==> config.mk <==
export PLATFORM = sky130hd
export DESIGN_NAME = multicycle_ctrl
export DESIGN_NICKNAME = d
export VERILOG_FILES = /design/src/rtl/opcode_type_pkg.sv /design/src/rtl/ctrl_decode.sv /design/src/rtl/multicycle_ctrl.sv
export SDC_FILE = /design/constraint.sdc
export NUM_CORES = 1
export LEC_CHECK = 0
export ABC_CLOCK_PERIOD_IN_PS = 1800
export BUFFER_PORTS_ARGS = -buffer_cell sky130_fd_sc_hd__buf_2
export CAP_MARGIN = 15
export CORE_MARGIN = 1
export CORE_UTILIZATION = 37
export DETAILED_ROUTE_END_ITERATION = 6
export HOLD_SLACK_MARGIN = 0.15
export PLACE_DENSITY = 0.87
export SYNTH_ARGS = -nofsm -noshare
export SYNTH_HDL_FRONTEND = slang
export SYNTH_HIERARCHICAL = 1
export SYNTH_SLANG_ARGS = --single-unit
==> constraint.sdc <==
create_clock -name clk -period 1.8 [get_ports clk]
set_input_delay 0.09 -clock clk [delete_from_list [all_inputs] [get_ports clk]]
set_output_delay 0.09 -clock clk [all_outputs]
set_load 0.05 [all_outputs]
==> src/rtl/opcode_type_pkg.sv <==
// Shared RV32I opcode, controller state and select encodings for the multi-cycle core.
package opcode_type_pkg;

    typedef enum logic [6:0] {
        OPC_LOAD   = 7'b0000011,
        OPC_OPIMM  = 7'b0010011,
        OPC_AUIPC  = 7'b0010111,
        OPC_STORE  = 7'b0100011,
        OPC_OP     = 7'b0110011,
        OPC_LUI    = 7'b0110111,
        OPC_BRANCH = 7'b1100011,
        OPC_JALR   = 7'b1100111,
        OPC_JAL    = 7'b1101111
    } opcode_type_e;

    typedef enum logic [2:0] {
        S_FETCH  = 3'd0,
        S_DECODE = 3'd1,
        S_EXEC   = 3'd2,
        S_MEM    = 3'd3,
        S_WB     = 3'd4,
        S_TRAP   = 3'd7
    } ctrl_state_e;

    typedef enum logic [1:0] {
        PC_PLUS4 = 2'b00,
        PC_IMM   = 2'b01,
        PC_ALU   = 2'b10
    } pc_sel_e;

    typedef enum logic [1:0] {
        WB_ALU = 2'b00,
        WB_MEM = 2'b01,
        WB_PC4 = 2'b10,
        WB_IMM = 2'b11
    } wb_sel_e;

    typedef enum logic [3:0] {
        CL_OP, CL_OPIMM, CL_LUI, CL_AUIPC, CL_JAL,
        CL_JALR, CL_BR, CL_LD, CL_ST, CL_ILL
    } instr_class_e;

endpackage

==> src/rtl/ctrl_decode.sv <==
// Opcode classifier: instr[6:0] -> instruction class, anything unknown is CL_ILL.
module ctrl_decode
    import opcode_type_pkg::*;
(
    input  logic [6:0]   opcode,
    output instr_class_e cls
);

    always_comb begin
        cls = CL_ILL;
        case (opcode)
            OPC_OP:     cls = CL_OP;
            OPC_OPIMM:  cls = CL_OPIMM;
            OPC_LUI:    cls = CL_LUI;
            OPC_AUIPC:  cls = CL_AUIPC;
            OPC_JAL:    cls = CL_JAL;
            OPC_JALR:   cls = CL_JALR;
            OPC_BRANCH: cls = CL_BR;
            OPC_LOAD:   cls = CL_LD;
            OPC_STORE:  cls = CL_ST;
            default:    cls = CL_ILL;
        endcase
    end

endmodule

==> src/rtl/multicycle_ctrl.sv <==
// Multi-cycle RV32I control FSM: FETCH/DECODE/EXEC/MEM/WB sequencing with req/ack memory.
// Optional memory handshake timeout is enabled by defining MEM_TIMEOUT_EN.
module multicycle_ctrl
    import opcode_type_pkg::*;
#(
    parameter int TIMEOUT_CYCLES = 255,
    parameter int TIMEOUT_W      = $clog2(TIMEOUT_CYCLES + 1)
) (
    input  logic        clk,
    input  logic        rst,
    input  logic [31:0] instr,
    input  logic        mem_ack,
    input  logic        br_taken,
    output logic        ir_we,
    output logic        imm_we,
    output logic        pc_we,
    output logic [1:0]  pc_sel,
    output logic        mem_req,
    output logic        mem_we,
    output logic        mem_addr_sel,
    output logic        alu_a_sel,
    output logic        alu_b_sel,
    output logic        rf_we,
    output logic [1:0]  wb_sel,
    output logic        illegal,
    output logic        bus_err,
    output logic [2:0]  state
);

    if (TIMEOUT_CYCLES < 1 || TIMEOUT_W < 1) begin : g_param_chk
        $error("multicycle_ctrl: TIMEOUT_CYCLES must be at least 1");
    end

    ctrl_state_e  state_q, state_d;
    instr_class_e cls;
    logic         illegal_q, bus_err_q;
    logic         waiting, tmo_fire;
    logic         unused_instr;

    assign unused_instr = ^instr[31:7];

    ctrl_decode u_decode (
        .opcode (instr[6:0]),
        .cls    (cls)
    );

    // A request cycle that was not acknowledged.
    assign waiting = (state_q == S_FETCH || state_q == S_MEM) && !mem_ack;

`ifdef MEM_TIMEOUT_EN
    logic [TIMEOUT_W-1:0] tmo_cnt;

    // Fires on the TIMEOUT_CYCLES-th consecutive unacked cycle; an ack that cycle wins.
    assign tmo_fire = waiting && (tmo_cnt == TIMEOUT_W'(TIMEOUT_CYCLES - 1));

    always_ff @(posedge clk) begin
        if (rst)
            tmo_cnt <= '0;
        else if (waiting && state_d == state_q)
            tmo_cnt <= tmo_cnt + 1'b1;
        else
            tmo_cnt <= '0;
    end

    always_ff @(posedge clk) begin
        if (rst)
            bus_err_q <= 1'b0;
        else if (tmo_fire)
            bus_err_q <= 1'b1;
    end
`else
    assign tmo_fire  = 1'b0;
    assign bus_err_q = 1'b0;
`endif

    always_ff @(posedge clk) begin
        if (rst) begin
            state_q   <= S_FETCH;
            illegal_q <= 1'b0;
        end else begin
            state_q <= state_d;
            if (state_q == S_DECODE && cls == CL_ILL)
                illegal_q <= 1'b1;
        end
    end

    always_comb begin
        state_d      = state_q;
        ir_we        = 1'b0;
        imm_we       = 1'b0;
        pc_we        = 1'b0;
        pc_sel       = PC_PLUS4;
        mem_req      = 1'b0;
        mem_we       = 1'b0;
        mem_addr_sel = 1'b0;
        alu_a_sel    = 1'b0;
        alu_b_sel    = 1'b0;
        rf_we        = 1'b0;
        wb_sel       = WB_ALU;

        // ALU operands stay valid from EXEC through MEM/WB so address and result hold.
        if (state_q == S_EXEC || state_q == S_MEM || state_q == S_WB) begin
            alu_a_sel = (cls == CL_AUIPC);
            alu_b_sel = cls inside {CL_OPIMM, CL_LD, CL_ST, CL_JALR, CL_AUIPC};
        end

        case (state_q)
            S_FETCH: begin
                mem_req = 1'b1;
                if (mem_ack) begin
                    ir_we   = 1'b1;
                    state_d = S_DECODE;
                end else if (tmo_fire) begin
                    state_d = S_TRAP;
                end
            end
            S_DECODE: begin
                imm_we  = 1'b1;
                state_d = (cls == CL_ILL) ? S_TRAP : S_EXEC;
            end
            S_EXEC: begin
                case (cls)
                    CL_LD, CL_ST: state_d = S_MEM;
                    CL_BR: begin
                        pc_we   = 1'b1;
                        pc_sel  = br_taken ? PC_IMM : PC_PLUS4;
                        state_d = S_FETCH;
                    end
                    default: state_d = S_WB;
                endcase
            end
            S_MEM: begin
                mem_req      = 1'b1;
                mem_addr_sel = 1'b1;
                mem_we       = (cls == CL_ST);
                if (mem_ack) begin
                    if (cls == CL_ST) begin
                        pc_we   = 1'b1;
                        state_d = S_FETCH;
                    end else begin
                        state_d = S_WB;
                    end
                end else if (tmo_fire) begin
                    state_d = S_TRAP;
                end
            end
            S_WB: begin
                rf_we   = 1'b1;
                pc_we   = 1'b1;
                state_d = S_FETCH;
                case (cls)
                    CL_LD:           wb_sel = WB_MEM;
                    CL_JAL, CL_JALR: wb_sel = WB_PC4;
                    CL_LUI:          wb_sel = WB_IMM;
                    default:         wb_sel = WB_ALU;
                endcase
                if (cls == CL_JAL)       pc_sel = PC_IMM;
                else if (cls == CL_JALR) pc_sel = PC_ALU;
            end
            S_TRAP:  state_d = S_TRAP;
            default: state_d = S_FETCH;
        endcase

        if (rst) begin
            ir_we        = 1'b0;
            imm_we       = 1'b0;
            pc_we        = 1'b0;
            pc_sel       = PC_PLUS4;
            mem_req      = 1'b0;
            mem_we       = 1'b0;
            mem_addr_sel = 1'b0;
            alu_a_sel    = 1'b0;
            alu_b_sel    = 1'b0;
            rf_we        = 1'b0;
            wb_sel       = WB_ALU;
        end
    end

    assign state   = rst ? 3'd0 : state_q;
    assign illegal = illegal_q & ~rst;
    assign bus_err = bus_err_q & ~rst;

endmodule

; Yosys cells after proc, flatten, opt, wreduce, memory -nomap -nowiden
; Cells that the tools add are included.
[word_totals]
input_bits = 36
out_inout_bits = 18
wordCells = 77
register_bits = 4
[classes]
eq_ne = 25
bitwise_logic = 2
mux = 39
n_reduce_logical = 9
[op_table]
columns = cell, n
row1 = $pmux 4 s9, 1
row2 = $mux 1, 23
row3 = $eq 7x6->1 const B, 3
row4 = $eq 7x7->1 const B, 3
row5 = $eq 4x3->1 const B, 4
row6 = $mux 3, 5
row7 = $pmux 3 s5, 1
row8 = $eq 7x5->1 const B, 2
row9 = $mux 2, 5
row10 = $eq 4x2->1 const B, 2
row11 = $eq 4x4->1 const B, 2
row12 = $eq 7x2->1 const B, 1
row13 = $eq 3x2->1 const B, 2
row14 = $eq 3x3->1 const B, 2
row15 = $pmux 2 s3, 1
row16 = $pmux 3 s2, 1
row17 = $reduce_or 2->1, 3
row18 = $reduce_bool 5->1, 1
row19 = $eq 4x1->1 const B, 1
row20 = $ne 2x2->1 const B, 2
row21 = $pmux 2 s2, 1
row22 = $eq 3x1->1 const B, 1
row23 = $logic_not 3->1, 1
row24 = $pmux 1 s3, 1
row25 = other kinds (5), 6

; Depth between registers and ports, before layout
[logic_depth]
depth_word = 7
depth_mapped = 8
mapped_depth_nobuf = 7

; Modules after synthesis
; Netlist, hierarchy kept.
[by_module_without_submodules]
columns = mod, cells_per_inst, instances, area_per_inst_um2, seq_area_each_um2
row1 = multicycle_ctrl, 76, 1, 505.5, 80.1
row2 = ctrl_decode, 19, 1, 112.6, 0.0

; Worst setup path before layout
; No wires, ideal clock.
[synth_timing]
path_type = reg-to-output
startpoint = register state_q[1]
endpoint = output port pc_sel[0]
t_arrival_ps = 2588
n_path_buf = 1
t_required_ps = 1710
slack_ps = -878
path_stages_with_launch = 5
cell_sequence = dfxtp_1 > clkbuf_1 > nor2b_1 > a31oi_1 > nor4b_1
[synth_via]
elab_chain_len = 3
word_cells_on_any_way = 4
classes_between = eq/ne (2) / mux (2)
[synth_lines]
columns = element, line
row1 = from (decl), multicycle_ctrl.sv:34  ; ctrl_state_e state_q, state_d;
row2 = from (signal assigned), multicycle_ctrl.sv:81  ; state_q <= state_d;
row3 = $eq 3x3->1 or $eq 3x2->1 (tied branches), multicycle_ctrl.sv:107  ; case (state_q)
row4 = $pmux 2 s2 *, multicycle_ctrl.sv:107
row5 = $mux 2 *, multicycle_ctrl.sv:164  ; if (rst) begin
row6 = to (decl), multicycle_ctrl.sv:17  ; output logic [1:0] pc_sel,
; Every way passes the cells marked *; elsewhere a longest branch is shown, timed or not.

; Worst setup path after layout
[layout_timing]
startpoint = input port instr[6]
endpoint = output port alu_b_sel
[layout_via]
elab_chain_len = 6
word_cells_on_any_way = 18
classes_between = eq/ne (14) / mux (3) / reduce/logical (1)
[layout_lines]
columns = element, line
row1 = from (decl), multicycle_ctrl.sv:11  ; input logic [31:0] instr,
row2 = $eq 7x6->1 (tied with other cells), ctrl_decode.sv:11  ; case (opcode)
row3 = $pmux 4 s9 *, ctrl_decode.sv:11
row4 = named net cls[0], multicycle_ctrl.sv:35  ; instr_class_e cls;
row5 = $eq 4x1->1 (tied with other cells), multicycle_ctrl.sv:104  ; alu_b_sel = cls inside {CL_OPIMM, CL_LD, CL_ST, CL_JALR, CL_AUIPC};
row6 = $reduce_bool 5->1 *, multicycle_ctrl.sv:104
row7 = $mux 1 *, multicycle_ctrl.sv:102  ; if (state_q == S_EXEC || state_q == S_MEM || state_q == S_WB) begin
row8 = $mux 1 *, multicycle_ctrl.sv:164
row9 = to (decl), multicycle_ctrl.sv:22  ; output logic alu_b_sel,
; Mark *: on every way through the listed nets, which the timed path passes. The rest lies on a longest branch.

==> flow_metrics.tcl <==
set metrics [dict create \
    die_area_mm2 0.001838 \
    htree_levels 1 \
    grtUsageMet3_pct 7.234 \
    drt_iter0_drc 31 \
    end_kind "primary output" \
    p_clk_share_pct 22.3 \
    synthTopCellsByArea "dfxtp_1, nor2_1, nand2_1" \
    synth_top_family_by_area "simple AND/OR/NAND/NOR gates" \
    yosysUniqueCellTypes 39 \
    rows 14 \
    synth_seq_cells 4 \
    synth_compound_area_share_pct 24.29 \
    grt_antenna_before_repair 0 \
    avgSynthCellArea_um2 6.506 \
    cp_max_fo 7 \
    grt-ovfl-total 0 \
    dieHeight_um 42.87 \
    nNetsFinal 165 \
    placed_cell_area_um2 838.3 \
    met1_usage_pct 25.64 \
    syn_area_um2 618.1 \
    powerDensity_mw_per_mm2 526.0 \
    leakagePower_nw 0.4150 \
    worstSkewPairLatency_ns 0.23 \
    finalCritPeriodShare_pct 96.23 \
    final_antenna_net_count 0 \
    synth_top_cell_by_area "dfxtp_1" \
    internal-power_uw 269.7 \
    final_cells 143 \
    synth.top_cells.by_count "nor2_1, nand2_1, inv_1" \
    vdd_drop_max_v 0.0005271 \
    report.final.slew_viol_count 0 \
    drc 0 \
    post_drt_wl_per_cell_um 12.80 \
    core_mm2 0.001541 \
    syn_nets 131 \
    async_flop_share_pct 0 \
    synthAdderAreaFrac_pct 0 \
    yosys.area_share.simple_pct 45.14 \
    rsz0062_at_grt "true" \
    hold_class "in -> reg" \
    insertedDiodeCount 0 \
    synth-xor-area-share_pct 4.251 \
    synthMuxAreaShare_pct 1.619 \
    clock-sinks 4 \
    cap_viol_max_count 0 \
    pwr-share-seq_pct 24.8 \
    num_vias 830 \
    clkTransAtPathRegs_ns 0.04 \
    grt_max_degree 12 \
    synth.most_common_cell "nor2_1" \
    drive_above_1_share_pct 43.31 \
    routed_wl_um 1831 \
    synthCells 95 \
    sw_frac_of_total_pct 44.56 \
    cts_buffers 3 \
    grt_first_pass_wirelength_um 3056 \
    clock_tree.root_cell "clkbuf_4" \
    comb_power_share_pct 52.9 \
    io_buffers 27 \
    max_freq_mhz 577.3 \
    finalClockSkew_ns 0.003368 \
    initial_utilization_pct 40.10 \
    power_switching_uw 216.7 \
    drt_first_pass_iters 4 \
    utilization_pct 59.98 \
    gp_congestion 0.8667 \
    io_pins 54 \
    use_met2_pct 33.33 \
    globalRouteTotalUtil_pct 20.96 \
    final_cell_area_um2 924.6 \
    dieWidth_um 42.87 \
    busiest_layer "met2" \
    area_growth_pct 49.60 \
    min_period_ns 1.732 \
    worstSetupPathType "in -> out" \
    required_ns 1.71 \
    cts_max_path_buffers 2 \
    worstPathArrival_ns 1.64 \
    post_drt_via_cell_ratio 5.804 \
    cts_tree "done" \
    ys_warn_count 6 \
    synthFlopType "dfxtp_1" \
    dpl.hpwl_um 1339 \
    setup_tns_ns 0 \
    ys_seq_area_share_pct 12.96 \
    hold_violations 0 \
    synth_edf_count 0 \
    setup_viol 0 \
    status "complete, no violations" \
    dp_cells 137 \
    grt_pass1_vias 727 \
    synth_top_area_share_pct 12.96 \
    cp-start-kind "primary input" \
]
-- cells in the final DEF, fill, tap and decap left out, types with 3 or more instances in the layout --
cell type / count
buf_2: 21
buf_4: 12
nor2_1: 11
nand2_1: 9
inv_1: 6
clkbuf_4: 5
nor2b_1: 4
nand2b_1: 3
a31oi_1: 3
a21oi_1: 3
-- worst max-delay path: stages --
cell     delay, ns
buf_2         0.16
and3_1        0.17
o31a_1        0.14
nand4_1       0.14
or4b_4        0.58
a21oi_2       0.17
buf_6         0.17
-- what timing repair did --
| item | CTS | global route |
|---|---|---|
| buffers inserted | 2 | 0 |
| hold buffers | 1 | 0 |
| endpoints found under the hold margin | 1 | 0 |
| setup endpoints to repair | 1 | 8 |
| pin swaps | 0 | 1 |
| resized for setup | 0 | 17 |
-- stage by stage --
step / worst slack [ns] / hold slack, ns / power [mW]
global placement: 0.01401 / 0.3362 / 0.3580
finish: 0.06789 / 0.1913 / 0.4864
floorplan: -0.2468 / 0.1899 / 0.3057
CTS: 0.001941 / 0.1855 / 0.4818
global route: -0.03474 / 0.1958 / 0.5202
detailed placement: -0.05316 / 0.3400 / 0.3663
-- layout make-up --
cell class | count | area (µm²)
multi-input cells | 77 | 545.5
well taps | 16 | 20.02
repair buffers | 37 | 231.5
fillers | 131 | 616.8
clock buffers | 3 | 22.52
flip-flops and latches | 4 | 82.58
inverters | 6 | 22.52
-- power by group through the flow --
stage,clock [mW],sequential (mW),combinational [mW]
after global routing,0.124,0.122,0.275
after CTS,0.113,0.119,0.250
after detailed placement,0,0.121,0.246
after global placement,0,0.120,0.239
after floorplan,0,0.107,0.198
final,0.108,0.121,0.257
-- path summary, 6_finish.rpt --
kind,slack (ns),end,start,depth (start not counted)
min,0.19,state_q[1],rst,2
min reg2reg,0.47,illegal_q,illegal_q,2
max reg2reg,0.55,state_q[2],state_q[0],4
max,0.07,alu_b_sel,instr[6],7
-- cells by family (layout without fill, tap and decap cells) --
logic type,Yosys count,after routing
xor gates and xnor gates,3,3
other,1,1
and+or+nand+nor,51,51
AOI/OAI and AO/OA,21,21
muxes,1,1
buffers and inverters,14,46
DFF,4,4
-- state kept, by name (all words and copies together), names as in the netlist --
register   count
state_q        3
illegal_q      1
-- routing by layer --
| layer | share of wire, % | routed length, µm |
|---|---|---|
| met1 | 43 | 792 |
| met2 | 49 | 904 |
| met3 | 5.2 | 95 |
| met4 | 2.1 | 39 |
| met5 | 0 | 0 |
(Power assumes the default switching activity.)
